## src/rtl/signal_player.sv

```systemverilog
`default_nettype none
// +----------------------------------------------------------------------------+
// | signal_player                                                              |
// | Plays a pattern from an external synchronous ROM, holding each sample for  |
// | a programmable number of clock cycles. Optional looping: define the macro  |
// | SIGNAL_PLAYER_LOOP_EN.                                                     |
// | Revision: 1.0                                                              |
// +----------------------------------------------------------------------------+
module signal_player #(
  parameter int ADDR_WIDTH = 8,
  parameter int DATA_WIDTH = 1
) (
  input  logic                  clk,
  input  logic                  rst,
  input  logic                  start_i,
  input  logic                  stop_i,
  input  logic [15:0]           div_i,
  input  logic [ADDR_WIDTH-1:0] last_i,
`ifdef SIGNAL_PLAYER_LOOP_EN
  input  logic                  loop_i,
`endif
  output logic [ADDR_WIDTH-1:0] rom_addr_o,
  input  logic [DATA_WIDTH-1:0] rom_data_i,
  output logic [DATA_WIDTH-1:0] sig_o,
  output logic                  sample_o,
  output logic                  busy_o,
  output logic                  done_o
);

  typedef enum logic [1:0] {
    S_IDLE  = 2'd0,
    S_PRIME = 2'd1,
    S_PLAY  = 2'd2
  } state_t;

  localparam logic [15:0]           c_MIN_PERIOD = 16'd2;
  localparam logic [ADDR_WIDTH-1:0] c_ADDR_ONE   = ADDR_WIDTH'(1);

  state_t                r_state, w_state_nxt;
  logic [DATA_WIDTH-1:0] r_sig, w_sig_nxt;
  logic                  r_sample, w_sample_nxt;
  logic                  r_done, w_done_nxt;
  logic [15:0]           r_cnt, w_cnt_nxt;
  logic [15:0]           r_period, w_period_nxt;
  logic [ADDR_WIDTH-1:0] r_cur, w_cur_nxt;
  logic [ADDR_WIDTH-1:0] r_last, w_last_nxt;
  logic                  w_loop_en;
  logic                  w_tick;
  logic                  w_at_last;

`ifdef SIGNAL_PLAYER_LOOP_EN
  logic r_loop, w_loop_nxt;
  assign w_loop_en = r_loop;
`else
  assign w_loop_en = 1'b0;
`endif

  assign w_tick    = (r_cnt == (r_period - 16'd1));
  assign w_at_last = (r_cur == r_last);

  // Prefetch the word that the next tick will load, wrapping to 0 after the last.
  assign rom_addr_o = (r_state == S_PLAY) ? (w_at_last ? '0 : r_cur + c_ADDR_ONE) : '0;
  assign sig_o      = r_sig;
  assign sample_o   = r_sample;
  assign done_o     = r_done;
  assign busy_o     = (r_state != S_IDLE);

  always_ff @(posedge clk) begin
    if (rst) begin
      r_state  <= S_IDLE;
      r_sig    <= '0;
      r_sample <= 1'b0;
      r_done   <= 1'b0;
      r_cnt    <= '0;
      r_cur    <= '0;
      r_period <= c_MIN_PERIOD;
      r_last   <= '0;
`ifdef SIGNAL_PLAYER_LOOP_EN
      r_loop   <= 1'b0;
`endif
    end else begin
      r_state  <= w_state_nxt;
      r_sig    <= w_sig_nxt;
      r_sample <= w_sample_nxt;
      r_done   <= w_done_nxt;
      r_cnt    <= w_cnt_nxt;
      r_cur    <= w_cur_nxt;
      r_period <= w_period_nxt;
      r_last   <= w_last_nxt;
`ifdef SIGNAL_PLAYER_LOOP_EN
      r_loop   <= w_loop_nxt;
`endif
    end
  end

  always_comb begin
    w_state_nxt  = r_state;
    w_sig_nxt    = r_sig;
    w_sample_nxt = 1'b0;
    w_done_nxt   = 1'b0;
    w_cnt_nxt    = r_cnt;
    w_cur_nxt    = r_cur;
    w_period_nxt = r_period;
    w_last_nxt   = r_last;
`ifdef SIGNAL_PLAYER_LOOP_EN
    w_loop_nxt   = r_loop;
`endif
    case (r_state)
      S_IDLE: begin
        if (start_i && !stop_i) begin
          w_state_nxt  = S_PRIME;
          w_period_nxt = (div_i < c_MIN_PERIOD) ? c_MIN_PERIOD : div_i;
          w_last_nxt   = last_i;
          w_cnt_nxt    = '0;
          w_cur_nxt    = '0;
`ifdef SIGNAL_PLAYER_LOOP_EN
          w_loop_nxt   = loop_i;
`endif
        end
      end
      // Two cycles: one for the ROM to register address 0, one to capture word 0.
      S_PRIME: begin
        if (stop_i) begin
          w_state_nxt = S_IDLE;
          w_sig_nxt   = '0;
          w_cnt_nxt   = '0;
        end else if (r_cnt == 16'd1) begin
          w_state_nxt  = S_PLAY;
          w_sig_nxt    = rom_data_i;
          w_sample_nxt = 1'b1;
          w_cnt_nxt    = '0;
          w_cur_nxt    = '0;
        end else begin
          w_cnt_nxt = r_cnt + 16'd1;
        end
      end
      S_PLAY: begin
        if (stop_i) begin
          w_state_nxt = S_IDLE;
          w_sig_nxt   = '0;
          w_cnt_nxt   = '0;
          w_cur_nxt   = '0;
        end else if (w_tick) begin
          w_cnt_nxt = '0;
          if (!w_at_last) begin
            w_sig_nxt    = rom_data_i;
            w_cur_nxt    = r_cur + c_ADDR_ONE;
            w_sample_nxt = 1'b1;
          end else if (w_loop_en) begin
            w_sig_nxt    = rom_data_i;
            w_cur_nxt    = '0;
            w_sample_nxt = 1'b1;
          end else begin
            w_state_nxt = S_IDLE;
            w_sig_nxt   = '0;
            w_cur_nxt   = '0;
            w_done_nxt  = 1'b1;
          end
        end else begin
          w_cnt_nxt = r_cnt + 16'd1;
        end
      end
      default: begin
        w_state_nxt = S_IDLE;
        w_sig_nxt   = '0;
        w_cnt_nxt   = '0;
        w_cur_nxt   = '0;
      end
    endcase
  end

endmodule
`default_nettype wire
```

## config.mk

```make
export PLATFORM = sky130hd
export DESIGN_NAME = signal_player
export DESIGN_NICKNAME = d
export VERILOG_FILES = /design/src/rtl/signal_player.sv
export SDC_FILE = /design/constraint.sdc
export NUM_CORES = 1
export LEC_CHECK = 0
export ABC_AREA = 1
export BUFFER_PORTS_ARGS = -buffer_cell sky130_fd_sc_hd__buf_2
export CELL_PAD_IN_SITES_DETAIL_PLACEMENT = 0
export CELL_PAD_IN_SITES_GLOBAL_PLACEMENT = 2
export CORE_ASPECT_RATIO = 0.8
export CORE_UTILIZATION = 31
export DETAILED_ROUTE_END_ITERATION = 12
export PLACE_DENSITY = 0.84
export SLEW_MARGIN = 0
export SYNTH_ARGS = -nofsm -noshare
export SYNTH_HDL_FRONTEND = slang
export SYNTH_SLANG_ARGS = --single-unit
```

## constraint.sdc

```tcl
create_clock -name clk -period 2.75 [get_ports clk]
set_clock_uncertainty 0.05 [all_clocks]
set_input_delay 0.1375 -clock clk [delete_from_list [all_inputs] [get_ports clk]]
set_output_delay 0.1375 -clock clk [all_outputs]
set_load 0.005 [all_outputs]
```

Word level (Yosys, flattened, before mapping):

Cells that the tools add are included.

* bits in registers: 53
* bits of input ports: 29
* output and inout port bits: 12
* logic and storage cells: 70

* $add $sub $neg: 3
* order comparisons: 1
* equal/unequal tests: 11
* multiplexer cells: 35
* bitwise operators: 3
* reduce and logical (&&, ||, !) cells: 9

Operators with widths (number)
* two-way mux 16 bit: 6
* two-way mux 8 bit: 7
* one-hot mux 16 bit (3 select lines): 1
* one-hot mux 8 bit (3 select lines): 1
* adder 16 x 1 -> 16 bit, second input constant: 1
* equality test 16 x 1 -> 1 bit, second input constant: 1
* equality test 16 bit: 1
* < comparator 16 x 2 -> 1 bit, second input constant: 1
* subtractor 16 x 1 -> 16 bit, second input constant: 1
* two-way mux 2 bit: 6
* two-way mux 1 bit: 11
* inequality test 3 bit, second input constant: 3
* adder 8 x 1 -> 8 bit, second input constant: 1
* equality test 8 bit: 1
* AND reduction 4 bit: 2
* inequality test 2 bit, second input constant: 3
* one-hot mux 2 bit (3 select lines): 1
* OR reduction 4 bit: 1
* inverter 1 bit: 3
* one-hot mux 1 bit (3 select lines): 1
* AND reduction 3 bit: 1
* equality test 2 x 1 -> 1 bit, second input constant: 1
* equality test 2 bit, second input constant: 1
* zero test 2 bit: 1
* 5 further kinds: 5

Longest topological paths before layout:

Gate-level depths: netlist of run 1.

* depth after elaboration: 5
* gate-level depth with buffers: 17
* gate-level depth less buffers: 16

Worst setup path before layout of run 1:

OpenSTA, ideal clock, no wires.

* path type: reg2reg
* from: register r_period[0]
* to: register r_cnt[13]
* library setup time: 132 ps
* arrival time: 1843 ps
* required time: 2568 ps
* path slack: 725 ps
* cell stages (with the launch flop): 15
* path buffers: 1
* period minus slack after synthesis: 2025 ps
* cells stage by stage: dfxtp_1 > inv_1 > ha_1 > nand2_1 > nor2_1 > nand3_1 > nand3_1 > nand2_1 > nor2_1 > nand3_1 > o21bai_4 > nand2_2 > buf_6 > nand3_1 > a21oi_1

* longest elaborated chain between the ends: 5

RTL lines
* from (decl): line 44 `logic [15:0] r_period, w_period_nxt;`
* from (signal assigned): line 76 `r_period <= c_MIN_PERIOD;`
* from (signal assigned): line 88 `r_period <= w_period_nxt;`
* subtractor 16 x 1 -> 16 bit: line 58 `assign w_tick = (r_cnt == (r_period - 16'd1));`
* equality test 16 bit: line 58
* two-way mux 16 bit: line 143 `end else if (w_tick) begin`
* two-way mux 16 bit: line 138 `if (stop_i) begin`
* one-hot mux 16 bit (3 select lines): line 108 `case (r_state)`
* to (signal assigned): line 86 `r_cnt <= w_cnt_nxt;`
* to (decl): line 43 `logic [15:0] r_cnt, w_cnt_nxt;`

No other way between the ends.
A chain may end at the register's enable or synchronous reset.

Final worst setup path of run 1:

* from: register r_period[0]
* to: register r_cnt[12]

Same word-level chain as after synthesis.

==> results of run 1 <==
## worst max-delay path, stage by stage, from the launching register on
cell and delay, ps:
dfxtp_1 320, inv_1 160, ha_1 240, nand2_1 110, nor2_1 190, nand3_1 130
nand3_1 100, nand2_1 50, nor2_1 130, nand3_1 150, o21bai_4 210, nand2_2 250
nand3_1 150, a21oi_1 60
## registers in the layout, indices dropped and copies added (netlist names)
register	count
r_period	16
r_last	8
r_state	2
r_cnt	16
done_o	1
r_cur	8
sig_o	1
sample_o	1
## cell type report
cell class	instances	area [um2]	area share, %
Timing Repair Buffer	46	245.2	6.288
Tap cell	140	175.2	4.491
Sequential cell	53	1061	27.21
Clock inverter	1	5.005	0.1283
Clock buffer	7	152.6	3.914
Inverter	69	259.0	6.641
Multi-Input combinational cell	406	2002	51.33
## worst paths after layout
check / startpoint / to / depth (start not counted)
setup / recovery: r_period[0]$_SDFFE_PP0P_ / r_cnt[12]$_SDFFE_PP0P_ / 13
hold / removal: last_i[4] / r_last[4]$_SDFFE_PP0P_ / 3
setup reg to reg: r_period[0]$_SDFFE_PP0P_ / r_cnt[12]$_SDFFE_PP0P_ / 13
hold reg to reg: r_last[2]$_SDFFE_PP0P_ / r_last[2]$_SDFFE_PP0P_ / 2
## cells by family after synthesis
logic type / count (synthesis) / synth area share [%]
AO/OA/AOI/OAI: 71 / 11.45
adder cells (fa/ha/maj): 7 / 2.576
AND/OR/NAND/NOR: 302 / 38.17
buffers and inverters: 85 / 9.900
XOR/XNOR: 26 / 6.699
flip-flops: 53 / 31.21
## report_power, final
part	internal, W	switching [W]
sequential	0.000859	0.0000855
combinational	0.000346	0.000737
clock	0.000387	0.000292
total	0.00159	0.00111
## per-layer routing
layer	track usage, %	wire length (um)	vias up
met3	3.708	550	6
met1	28.43	5543	1530
li1	-	-	1817
met5	0	0	-
met2	25.73	3639	76
met4	3.797	59	0
## layout by cell type (no fill, tap or decap), types with 2 or more instances in the layout
cell / n
nand3b_1: 3
nand2_1: 134
a211oi_1: 6
nand3_1: 42
nor2_1: 82
xor2_1: 20
clkbuf_16: 5
buf_2: 40
clkbuf_8: 2
nor2_2: 4
a21oi_1: 36
xnor2_1: 6
o21ai_0: 25
dfxtp_1: 53
buf_4: 6
ha_1: 7
nand4_1: 17
nor3_1: 9
nor4_1: 5
inv_1: 67
nand2_2: 3
## stage by stage
step	std cells	setup WS, ps	setup TNS, ps
finish	722	336.3	0
global route	722	-0.2740	-0.2740
CTS	722	319.3	0
detailed placement	714	336.8	0
global placement	714	439.9	0
floorplan	544	724.6	0
==> results_tabular.tex, run 1 <==
\begin{tabular}{lr}
\hline
Metric & Value \\
\hline
\multicolumn{2}{l}{\textbf{Critical path}} \\
Kind of start point of the critical path & flop \\
Endpoint arrival time on the critical path & 2530 ps \\
Required time worst endpoint & 2870 ps \\
Register-to-Register Setup Slack & 340 ps \\
Critical-path maximum fanout & 16 \\
Critical path class & flop to flop \\
Capturing element type of the critical path & flop \\
\multicolumn{2}{l}{\textbf{Yosys}} \\
Post-Synthesis Cells & 544 \\
Number of synthesized flops with an enable pin & 0 \\
Syn avg cell area & 6.249 um2 \\
Post-synthesis register bit count & 53 \\
Dominant register cell in the synthesized netlist & dfxtp\_1 \\
Number of warnings reported in the yosys synthesis log & 0 \\
Netlist Area Pre-Place & 3400 um2 \\
Most common cell in the netlist & nand2\_1 \\
Top area cells in the synthesized netlist & dfxtp\_1 (31\%), nand2\_1 (15\%), nor2\_1 (9.1\%), inv\_1 (7.4\%), nand3\_1 (6.2\%) \\
Async set-or-reset flop fraction in the synthesized netlist & 0\% \\
Portion of synthesized cell area occupied by the leading cell type & 31.21\% \\
Top cell types by occurrence after synthesis & nand2\_1 (134), nor2\_1 (82), inv\_1 (67) \\
Distinct cell type count after synthesis & 29 \\
Most area-hungry cell type in the Yosys netlist & dfxtp\_1 \\
Share of synthesized area occupied by flip-flops and latches & 31.21\% \\
Total nets after synthesis & 580 \\
\multicolumn{2}{l}{\textbf{Floorplanning}} \\
Ports placed on the boundary & 41 \\
Initial core utilization & 32.54\% \\
Die W & 119.1 um \\
Core area & 10450 um2 \\
Vertical die dimension & 95.67 um \\
Die Area & 11390 um2 \\
Number of placement rows & 33 \\
\multicolumn{2}{l}{\textbf{Pwr}} \\
Maximum ir drop on the vdd rail & 0.0003977 V \\
Total power & 0.002707 W \\
Leakage power & 1.710 nW \\
Total power per unit cell area & 694.0 nW/um2 \\
\multicolumn{2}{l}{\textbf{Timing}} \\
Final number of setup-violating endpoints & 0 \\
Final period util & 87.77\% \\
Final Slew Violations & 0 \\
Setup repair after global routing missed its margin & true \\
Worst hold margin & 27.11 ps \\
Fin crit period & 2414 ps \\
Pin slew with the least headroom to its limit & 797.5 ps \\
Highest Clock Rate & 414.3 MHz \\
Rel. slew slack & 46.78\% \\
Final number of hold-violating endpoints & 0 \\
\multicolumn{2}{l}{\textbf{Layout}} \\
Fraction of final layout cells with drive strength greater than 1 & 11.17\% \\
Filler Cell Count & 1144 \\
Layout Utilization & 37.33\% \\
Area overhead of the layout relative to synthesis & 14.72\% \\
Summed area of non-filler cells in the final layout & 3900 um2 \\
Number of antenna repair diodes & 0 \\
Total number of nets in the final design & 617 \\
\multicolumn{2}{l}{\textbf{Outcome}} \\
Status & finished, final reports clean \\
\multicolumn{2}{l}{\textbf{Job}} \\
Max-cap check violation count & 0 \\
\multicolumn{2}{l}{\textbf{Place}} \\
DPL Wire Length & 7433 um \\
Total placed instance area & 3742 um2 \\
Placer congestion estimate & 0.8012 \\
Count of input and output buffers & 40 \\
\multicolumn{2}{l}{\textbf{GRT}} \\
Largest net degree at the start of global routing & 31 \\
Vias in the first global route & 3235 \\
First-pass GRT wire length & 16440 um \\
Global-route congestion overflow total & 0 \\
GRT Util Overall & 18.45\% \\
Antenna violations before repair & 0 \\
\multicolumn{2}{l}{\textbf{Clocking}} \\
Total clock sinks & 53 \\
Clock root cell & clkbuf\_16 \\
Maximum clock path buffer count & 2 \\
Resized cells post-CTS & 0 \\
TritonCTS clock tree & done \\
Max H-tree Level & 2 \\
CTS hold repair buffers & 0 \\
Post-CTS repair timing setup buffer count & 0 \\
Worst skew pair latency & 300 ps \\
Register clock-pin slew on the reported worst setup and hold paths & 70 ps \\
TritonCTS buffer count & 5 \\
\multicolumn{2}{l}{\textbf{Detailed routing}} \\
Detailed-route vias per instance & 4.749 \\
Average wire per standard cell & 13.56 um \\
Count of TritonRoute iterations in the first routing pass & 4 \\
Residual DRC count & 0 \\
Routed wire length & 9792 um \\
DR iter-0 viols & 166 \\
Antenna-violating nets left & 0 \\
Via count of the routed design & 3429 \\
\multicolumn{2}{l}{\textbf{Hold path}} \\
Path type of the worst min-delay path & primary input to flop \\
\hline
\end{tabular}
No activity file was read; power rests on OpenSTA's default activity.
==> run 2, diff against run 1 <==
- clock period: 2.75 -> 2.39 ns (I/O delays scaled with it)
==> run 2 against run 1 <==
Net effect: sequential power rose by 15%; combinational power up 24%; register-to-register slack got worse by 150 ps; total power up 25%; critical endpoint is now r_cur[7]$_SDFFE_PP0P_; clock power increased by 40%; clock-buffer cell count fell by 2; via count is 1.2% higher.
==> results_tabular.tex, run 2 (same netlist as run 1, synthesis figures left out) <==
\begin{tabular}{lr}
\hline
Metric & Value \\
\hline
\multicolumn{2}{l}{\textbf{Critical path}} \\
Required time worst endpoint & 2570 ps (-300 ps) \\
Register-to-Register Setup Slack & 190 ps (-150 ps) \\
CP top delay family & simple AND/OR/NAND/NOR gates \\
Critical Path Max Stage Delay & 320 ps (about the same) \\
Standard cell with the maximum stage delay on the critical path & dfxtp\_1 \\
Kind of start point of the critical path & flop \\
Critical-path maximum fanout & 8 (-8) \\
Capturing element type of the critical path & flop \\
Endpoint arrival time on the critical path & 2380 ps (-150 ps) \\
Crit path buf inv count & 3 (+2) \\
Critical path class & flop to flop \\
CP Cell Sequence & inv\_1, ha\_2, nand2\_1, nor2\_2, nand3\_2, nand3\_1, nand2\_1, nor2\_2, nand3\_2, o21bai\_4, buf\_4, buf\_6, nand4\_1, a21oi\_1 \\
\multicolumn{2}{l}{\textbf{Detailed routing}} \\
Detailed-route vias per instance & 4.729 (-0.43\%) \\
Antenna-violating nets left & 0 (unchanged) \\
DR iter-0 viols & 173 (+4.2\%) \\
Via count of the routed design & 3471 (+1.2\%) \\
Residual DRC count & 0 (unchanged) \\
Routed wire length & 9983 um (+2.0\%) \\
Average wire per standard cell & 13.60 um (+0.28\%) \\
Count of TritonRoute iterations in the first routing pass & 4 (unchanged) \\
\multicolumn{2}{l}{\textbf{Floorplanning}} \\
Die Area & 11390 um2 (unchanged) \\
Ports placed on the boundary & 41 (unchanged) \\
Die W & 119.1 um (unchanged) \\
Initial core utilization & 32.54\% (unchanged) \\
Core area & 10450 um2 (unchanged) \\
Vertical die dimension & 95.67 um (unchanged) \\
Number of placement rows & 33 (unchanged) \\
\multicolumn{2}{l}{\textbf{Place}} \\
Count of input and output buffers & 40 (unchanged) \\
Placer congestion estimate & 0.8010 (about the same) \\
Pre-CTS WS & 129.2 ps (-207.6 ps) \\
DPL Wire Length & 7578 um (+1.9\%) \\
\multicolumn{2}{l}{\textbf{GRT}} \\
Antenna violations before repair & 0 (unchanged) \\
Largest net degree at the start of global routing & 39 (+26\%) \\
Vias in the first global route & 3213 (-0.68\%) \\
GRT Util Overall & 18.88\% (+0.43 points) \\
Global-route congestion overflow total & 0 (unchanged) \\
First-pass GRT wire length & 16660 um (+1.3\%) \\
\multicolumn{2}{l}{\textbf{Pwr}} \\
Maximum ir drop on the vdd rail & 0.0004386 V (+10\%) \\
Total power per unit cell area & 823.5 nW/um2 (+19\%) \\
Leakage power & 1.795 nW (+5.0\%) \\
\multicolumn{2}{l}{\textbf{Outcome}} \\
Status & finished, final reports clean \\
\multicolumn{2}{l}{\textbf{Clocking}} \\
Clock root cell & clkbuf\_16 \\
TritonCTS clock tree & done \\
TritonCTS buffer count & 5 (unchanged) \\
Max H-tree Level & 2 (unchanged) \\
Register clock-pin slew on the reported worst setup and hold paths & 70 ps (about the same) \\
Worst skew pair latency & 300 ps (about the same) \\
Maximum clock path buffer count & 2 (unchanged) \\
Total clock sinks & 53 (unchanged) \\
\multicolumn{2}{l}{\textbf{Timing}} \\
Rel. slew slack & 61.26\% (+14 points) \\
Final period util & 92.02\% (+4.2 points) \\
Pin slew with the least headroom to its limit & 580.5 ps (-217.0 ps) \\
Final Slew Violations & 0 (unchanged) \\
Fin crit period & 2199 ps (-214.5 ps) \\
Worst hold margin & 15.47 ps (-11.64 ps) \\
Highest Clock Rate & 454.7 MHz (+9.8\%) \\
Final number of setup-violating endpoints & 0 (unchanged) \\
Setup slack after layout & 190.8 ps (-145.5 ps) \\
Final number of hold-violating endpoints & 0 (unchanged) \\
\multicolumn{2}{l}{\textbf{Layout}} \\
Number of antenna repair diodes & 0 (unchanged) \\
Largest registers & r\_cnt: 16 flops, r\_period: 16 flops \\
Area overhead of the layout relative to synthesis & 20.61\% \\
Most common cell after layout, fill and taps aside & nand2\_1 \\
Most frequent cells in the layout & nand2\_1 (133), nor2\_1 (79), inv\_1 (67), dfxtp\_1 (50), buf\_2 (40) \\
Fraction of final layout cells with drive strength greater than 1 & 14.98\% (+3.8 points) \\
Total number of nets in the final design & 629 (+1.9\%) \\
\multicolumn{2}{l}{\textbf{Hold path}} \\
Path type of the worst min-delay path & primary input to flop \\
\multicolumn{2}{l}{\textbf{Job}} \\
Max-cap check violation count & 0 (unchanged) \\
\hline
\end{tabular}
==> run 2: per-layer routing <==
layer	vias up	wire, um	global-route usage, %
li1	1840	-	-
met1	1549	5746	29.54
met2	72	3725	26.11
met3	10	410	3.289
met4	0	101	3.797
met5	-	0	0
==> run 2: final cells by class <==
class	count	area, um2
Clock buffer	5	125.1
Clock inverter	3	65.06
Fill cell	1159	6346
Inverter	69	259.0
Multi-Input combinational cell	406	2069
Sequential cell	53	1065
Tap cell	140	175.2
Timing Repair Buffer	58	341.6
==> run 2: stage by stage <==
stage | area (um2) | TNS [ps] | total power, W | utilization, % | std cells
final | 4100 | 0 | 0.003377 | 39.25 | 734
after global routing | 4100 | -25.02 | 0.003647 | 39.25 | 734
after CTS | 4003 | 0 | 0.003305 | 38.32 | 731
after detailed placement | 3802 | 0 | 0.002353 | 36.40 | 722
after global placement | 3802 | 0 | 0.002358 | 36.40 | 722
after floorplan | 3400 | 0 | 0.001994 | - | 544
==> run 2: repair_timing <==
action | CTS | global route
hold buffers | 1 | 0
setup buffers | 0 | 3
endpoints found under the setup margin | 0 | 26
endpoints found under the hold margin | 1 | 0
resized for setup | 0 | 19
==> run 2: report_power, final <==
| part | internal (W) | leakage [nW] | switching, W |
|---|---|---|---|
| registers | 0.000989 | 0.432 | 0.0000965 |
| clock network | 0.000599 | 0.0938 | 0.000350 |
| logic | 0.000451 | 1.27 | 0.000891 |
==> run 2: worst paths after layout <==
| kind | start | to | cells after the start |
|---|---|---|---|
| worst min register to register | r_last[6]$_SDFFE_PP0P_ | r_last[6]$_SDFFE_PP0P_ | 2 |
| worst max-delay path | r_period[0]$_SDFFE_PP0P_ | r_cur[7]$_SDFFE_PP0P_ | 14 |
| worst max register to register | r_period[0]$_SDFFE_PP0P_ | r_cur[7]$_SDFFE_PP0P_ | 14 |
| worst min-delay path | div_i[15] | r_period[15]$_SDFFE_PP0P_ | 3 |
==> run 2: tightest hold or removal path, delay by kind of cell <==
family | cells | cell delay [ps]
buffers and inverters | 1 | 90
and+or+nand+nor | 2 | 120
==> run 3, diff against run 2 <==
--- a/config.mk
+++ b/config.mk
@@ -14,3 +14,3 @@
 export DETAILED_ROUTE_END_ITERATION = 12
-export PLACE_DENSITY = 0.84
+export PLACE_DENSITY_LB_ADDON = 0.15
 export SLEW_MARGIN = 0
==> constraint.sdc (replaced) <==
create_clock -name clk -period 2.39 [get_ports clk]
set_clock_uncertainty 0.05 [all_clocks]
set_input_delay 0.478 -clock clk [delete_from_list [all_inputs] [get_ports clk]]
set_output_delay 0.478 -clock clk [all_outputs]
set_load 0.005 [all_outputs]
==> run 3 against run 2 <==
Net effect: critical path depth shrank 6; first-iteration DRC count fell by 24%; fmax fell by 3.2%; sequential power is essentially flat; total power decreased by 5.5%; flip-flop and latch count unchanged; clock-buffer cell count rose by 1; cell count rose by 0.41%; critical endpoint is now rom_addr_o[7].
==> results_tabular.tex, run 3 (same netlist as run 1, synthesis figures left out) <==
\begin{tabular}{lr}
\hline
Metric & Value \\
\hline
\multicolumn{2}{l}{\textbf{Layout}} \\
Register area & 1065 um2 (unchanged) \\
Most frequent cells in the layout & nand2\_1 (131), nor2\_1 (80), inv\_1 (67), dfxtp\_1 (50), buf\_2 (40) \\
Most common cell after layout, fill and taps aside & nand2\_1 \\
Fraction of final layout cells with drive strength greater than 1 & 15.91\% (+0.93 points) \\
Number of antenna repair diodes & 0 (unchanged) \\
Area overhead of the layout relative to synthesis & 20.39\% \\
Post-Layout Cell Count & 737 (+0.41\%) \\
Total number of nets in the final design & 632 (+0.48\%) \\
Largest registers & r\_cnt: 16 flops, r\_period: 16 flops \\
Multi-input combinational cell area & 2081 um2 (+0.54\%) \\
Summed area of non-filler cells in the final layout & 4093 um2 (-0.18\%) \\
Filler Cell Count & 1136 (-2.0\%) \\
\multicolumn{2}{l}{\textbf{Floorplanning}} \\
Die W & 119.1 um (unchanged) \\
Initial core utilization & 32.54\% (unchanged) \\
Vertical die dimension & 95.67 um (unchanged) \\
Core area & 10450 um2 (unchanged) \\
Number of placement rows & 33 (unchanged) \\
Die Area & 11390 um2 (unchanged) \\
Ports placed on the boundary & 41 (unchanged) \\
\multicolumn{2}{l}{\textbf{Pwr}} \\
Net Sw Frac & 42.04\% (+2.4 points) \\
Maximum ir drop on the vdd rail & 0.0004586 V (+4.6\%) \\
Power share of the combinational group & 43.5\% (+3.8 points) \\
Cell internal power dissipation & 0.001849 W (-9.3\%) \\
Clk network pwr share & 22.5\% (-5.6 points) \\
Total power per unit cell area & 779.4 nW/um2 (-5.4\%) \\
Portion of total power attributed to sequential cells & 34.0\% (+1.8 points) \\
Net switching power of the design & 0.001341 W (+0.27\%) \\
Leakage power & 1.801 nW (+0.34\%) \\
Total power & 0.003190 W (-5.5\%) \\
\multicolumn{2}{l}{\textbf{Detailed routing}} \\
Routed wire length & 10090 um (+1.1\%) \\
Via count of the routed design & 3484 (+0.37\%) \\
Detailed-route vias per instance & 4.727 (about the same) \\
DR iter-0 viols & 132 (-24\%) \\
Count of TritonRoute iterations in the first routing pass & 4 (unchanged) \\
Antenna-violating nets left & 0 (unchanged) \\
Residual DRC count & 0 (unchanged) \\
Average wire per standard cell & 13.70 um (+0.70\%) \\
\multicolumn{2}{l}{\textbf{Critical path}} \\
Critical path class & flop to output pin \\
Crit path buf inv count & 2 (-1) \\
Critical Path Max Stage Delay & 420 ps (+100 ps) \\
Cell repeated most along the worst path & nor2\_1 \\
Capturing element type of the critical path & output pin \\
Kind of start point of the critical path & flop \\
Register-to-Register Setup Slack & 180 ps (about the same) \\
CP Cell Sequence & inv\_1, nor3\_2, nand3\_1, nor2\_1, nand2\_1, xor2\_1, nor2\_1, buf\_2 \\
Required time worst endpoint & 1860 ps (-710 ps) \\
Critical-path maximum fanout & 4 (-4) \\
Endpoint arrival time on the critical path & 1740 ps (-640 ps) \\
Standard cell with the maximum stage delay on the critical path & dfxtp\_1 \\
CP top delay family & simple AND/OR/NAND/NOR gates \\
\multicolumn{2}{l}{\textbf{Timing}} \\
Final number of hold-violating endpoints & 0 (unchanged) \\
Final period util & 95.10\% (+3.1 points) \\
Final number of setup-violating endpoints & 0 (unchanged) \\
Pin slew with the least headroom to its limit & 584.0 ps (+3.587 ps) \\
Highest Clock Rate & 440.0 MHz (-3.2\%) \\
Fin crit period & 2273 ps (+73.59 ps) \\
Rel. slew slack & 61.02\% (-0.24 points) \\
Final Slew Violations & 0 (unchanged) \\
\multicolumn{2}{l}{\textbf{Clocking}} \\
Total clock sinks & 53 (unchanged) \\
TritonCTS clock tree & done \\
Max H-tree Level & 2 (unchanged) \\
Worst skew pair latency & 290 ps (about the same) \\
TritonCTS buffer count & 5 (unchanged) \\
Register clock-pin slew on the reported worst setup and hold paths & 70 ps (about the same) \\
CTS hold repair buffers & 0 (-1) \\
Clock root cell & clkbuf\_16 \\
Maximum clock path buffer count & 2 (unchanged) \\
\multicolumn{2}{l}{\textbf{Place}} \\
Count of input and output buffers & 40 (unchanged) \\
DPL Wire Length & 7718 um (+1.8\%) \\
Number of placed cells counting well taps & 728 (+0.83\%) \\
Total placed instance area & 3847 um2 (+1.2\%) \\
Placer congestion estimate & 0.8039 (+0.36\%) \\
\multicolumn{2}{l}{\textbf{Hold path}} \\
Path type of the worst min-delay path & primary input to flop \\
\multicolumn{2}{l}{\textbf{GRT}} \\
Largest net degree at the start of global routing & 31 (-21\%) \\
GRT Util Overall & 18.51\% (-0.36 points) \\
Vias in the first global route & 3188 (-0.78\%) \\
Antenna violations before repair & 0 (unchanged) \\
First-pass GRT wire length & 16330 um (-2.0\%) \\
Global-route congestion overflow total & 0 (unchanged) \\
\multicolumn{2}{l}{\textbf{Outcome}} \\
Status & finished, final reports clean \\
\multicolumn{2}{l}{\textbf{Job}} \\
Max-cap check violation count & 0 (unchanged) \\
\hline
\end{tabular}
-- run 3: changes by cell type in the layout (fill, tap and decap cells not counted), sizes merged --
cell and change:
clkinv +1, bufinv -2, dlygate4sd3 -1, clkbuf +1, buf +4
-- run 3: power groups by stage --
stage               clock [W]  sequential [W]  combinational (W)
floorplan                   0         0.00107           0.000920
global placement            0         0.00110            0.00130
detailed placement          0         0.00110            0.00129
CTS                  0.000743         0.00108            0.00130
global route         0.000779         0.00110            0.00157
finish               0.000717         0.00109            0.00139
-- run 3: what timing repair did --
item	CTS	global route
hold endpoints to repair	0	0
setup buffers	0	1
endpoints found under the setup margin	0	34
resized for setup	0	22
-- run 3: area by class of cell --
cell class,count,share of cell area (%)
multi-input combinational,406,50.84
sequential,53,26.02
timing repair buffer,61,9.141
inverter,69,6.328
tap,140,4.280
clock buffer,6,3.149
clock inverter,2,0.2446
-- run 3: worst register-to-register path, delay by kind of cell (launching register included) --
kind / cells / cell delay (ps)
DFF: 1 / 320
buffers and inverters: 3 / 340
adders and majority gates: 1 / 210
AOI/OAI and AO/OA: 2 / 350
and+or+nand+nor: 8 / 870
-- run 3: stage by stage --
| step | setup WS, ps | hold WS (ps) | util, % | TNS (ps) |
|---|---|---|---|---|
| 5_1_grt | -3.372 | 396.9 | 39.18 | -3.372 |
| 4_1_cts | 0.3599 | 371.5 | 38.16 | 0 |
| 6_report | 117.2 | 380.6 | 39.18 | 0 |
| 2_1_floorplan | 364.6 | 393.1 | - | 0 |
| 3_5_place_dp | 17.12 | 413.4 | 36.83 | 0 |
| 3_3_place_gp | 29.69 | 408.5 | 36.83 | 0 |
-- run 3: layer usage --
layer	part of all wire [%]	global-route usage, %	vias up
li1	-	-	1852
met1	58	28.27	1571
met2	38	26.70	56
met3	3.4	3.050	5
met4	0.62	3.797	0
met5	0	0	-
-- run 3: worst paths after layout --
check | from | cells past startpoint | end
worst max register to register | r_period[0]$_SDFFE_PP0P_ | 14 | r_cur[1]$_SDFFE_PP0P_
worst max-delay path | r_cur[2]$_SDFFE_PP0P_ | 8 | rom_addr_o[7]
worst min register to register | r_last[7]$_SDFFE_PP0P_ | 2 | r_last[7]$_SDFFE_PP0P_
worst min-delay path | div_i[12] | 3 | r_period[12]$_SDFFE_PP0P_
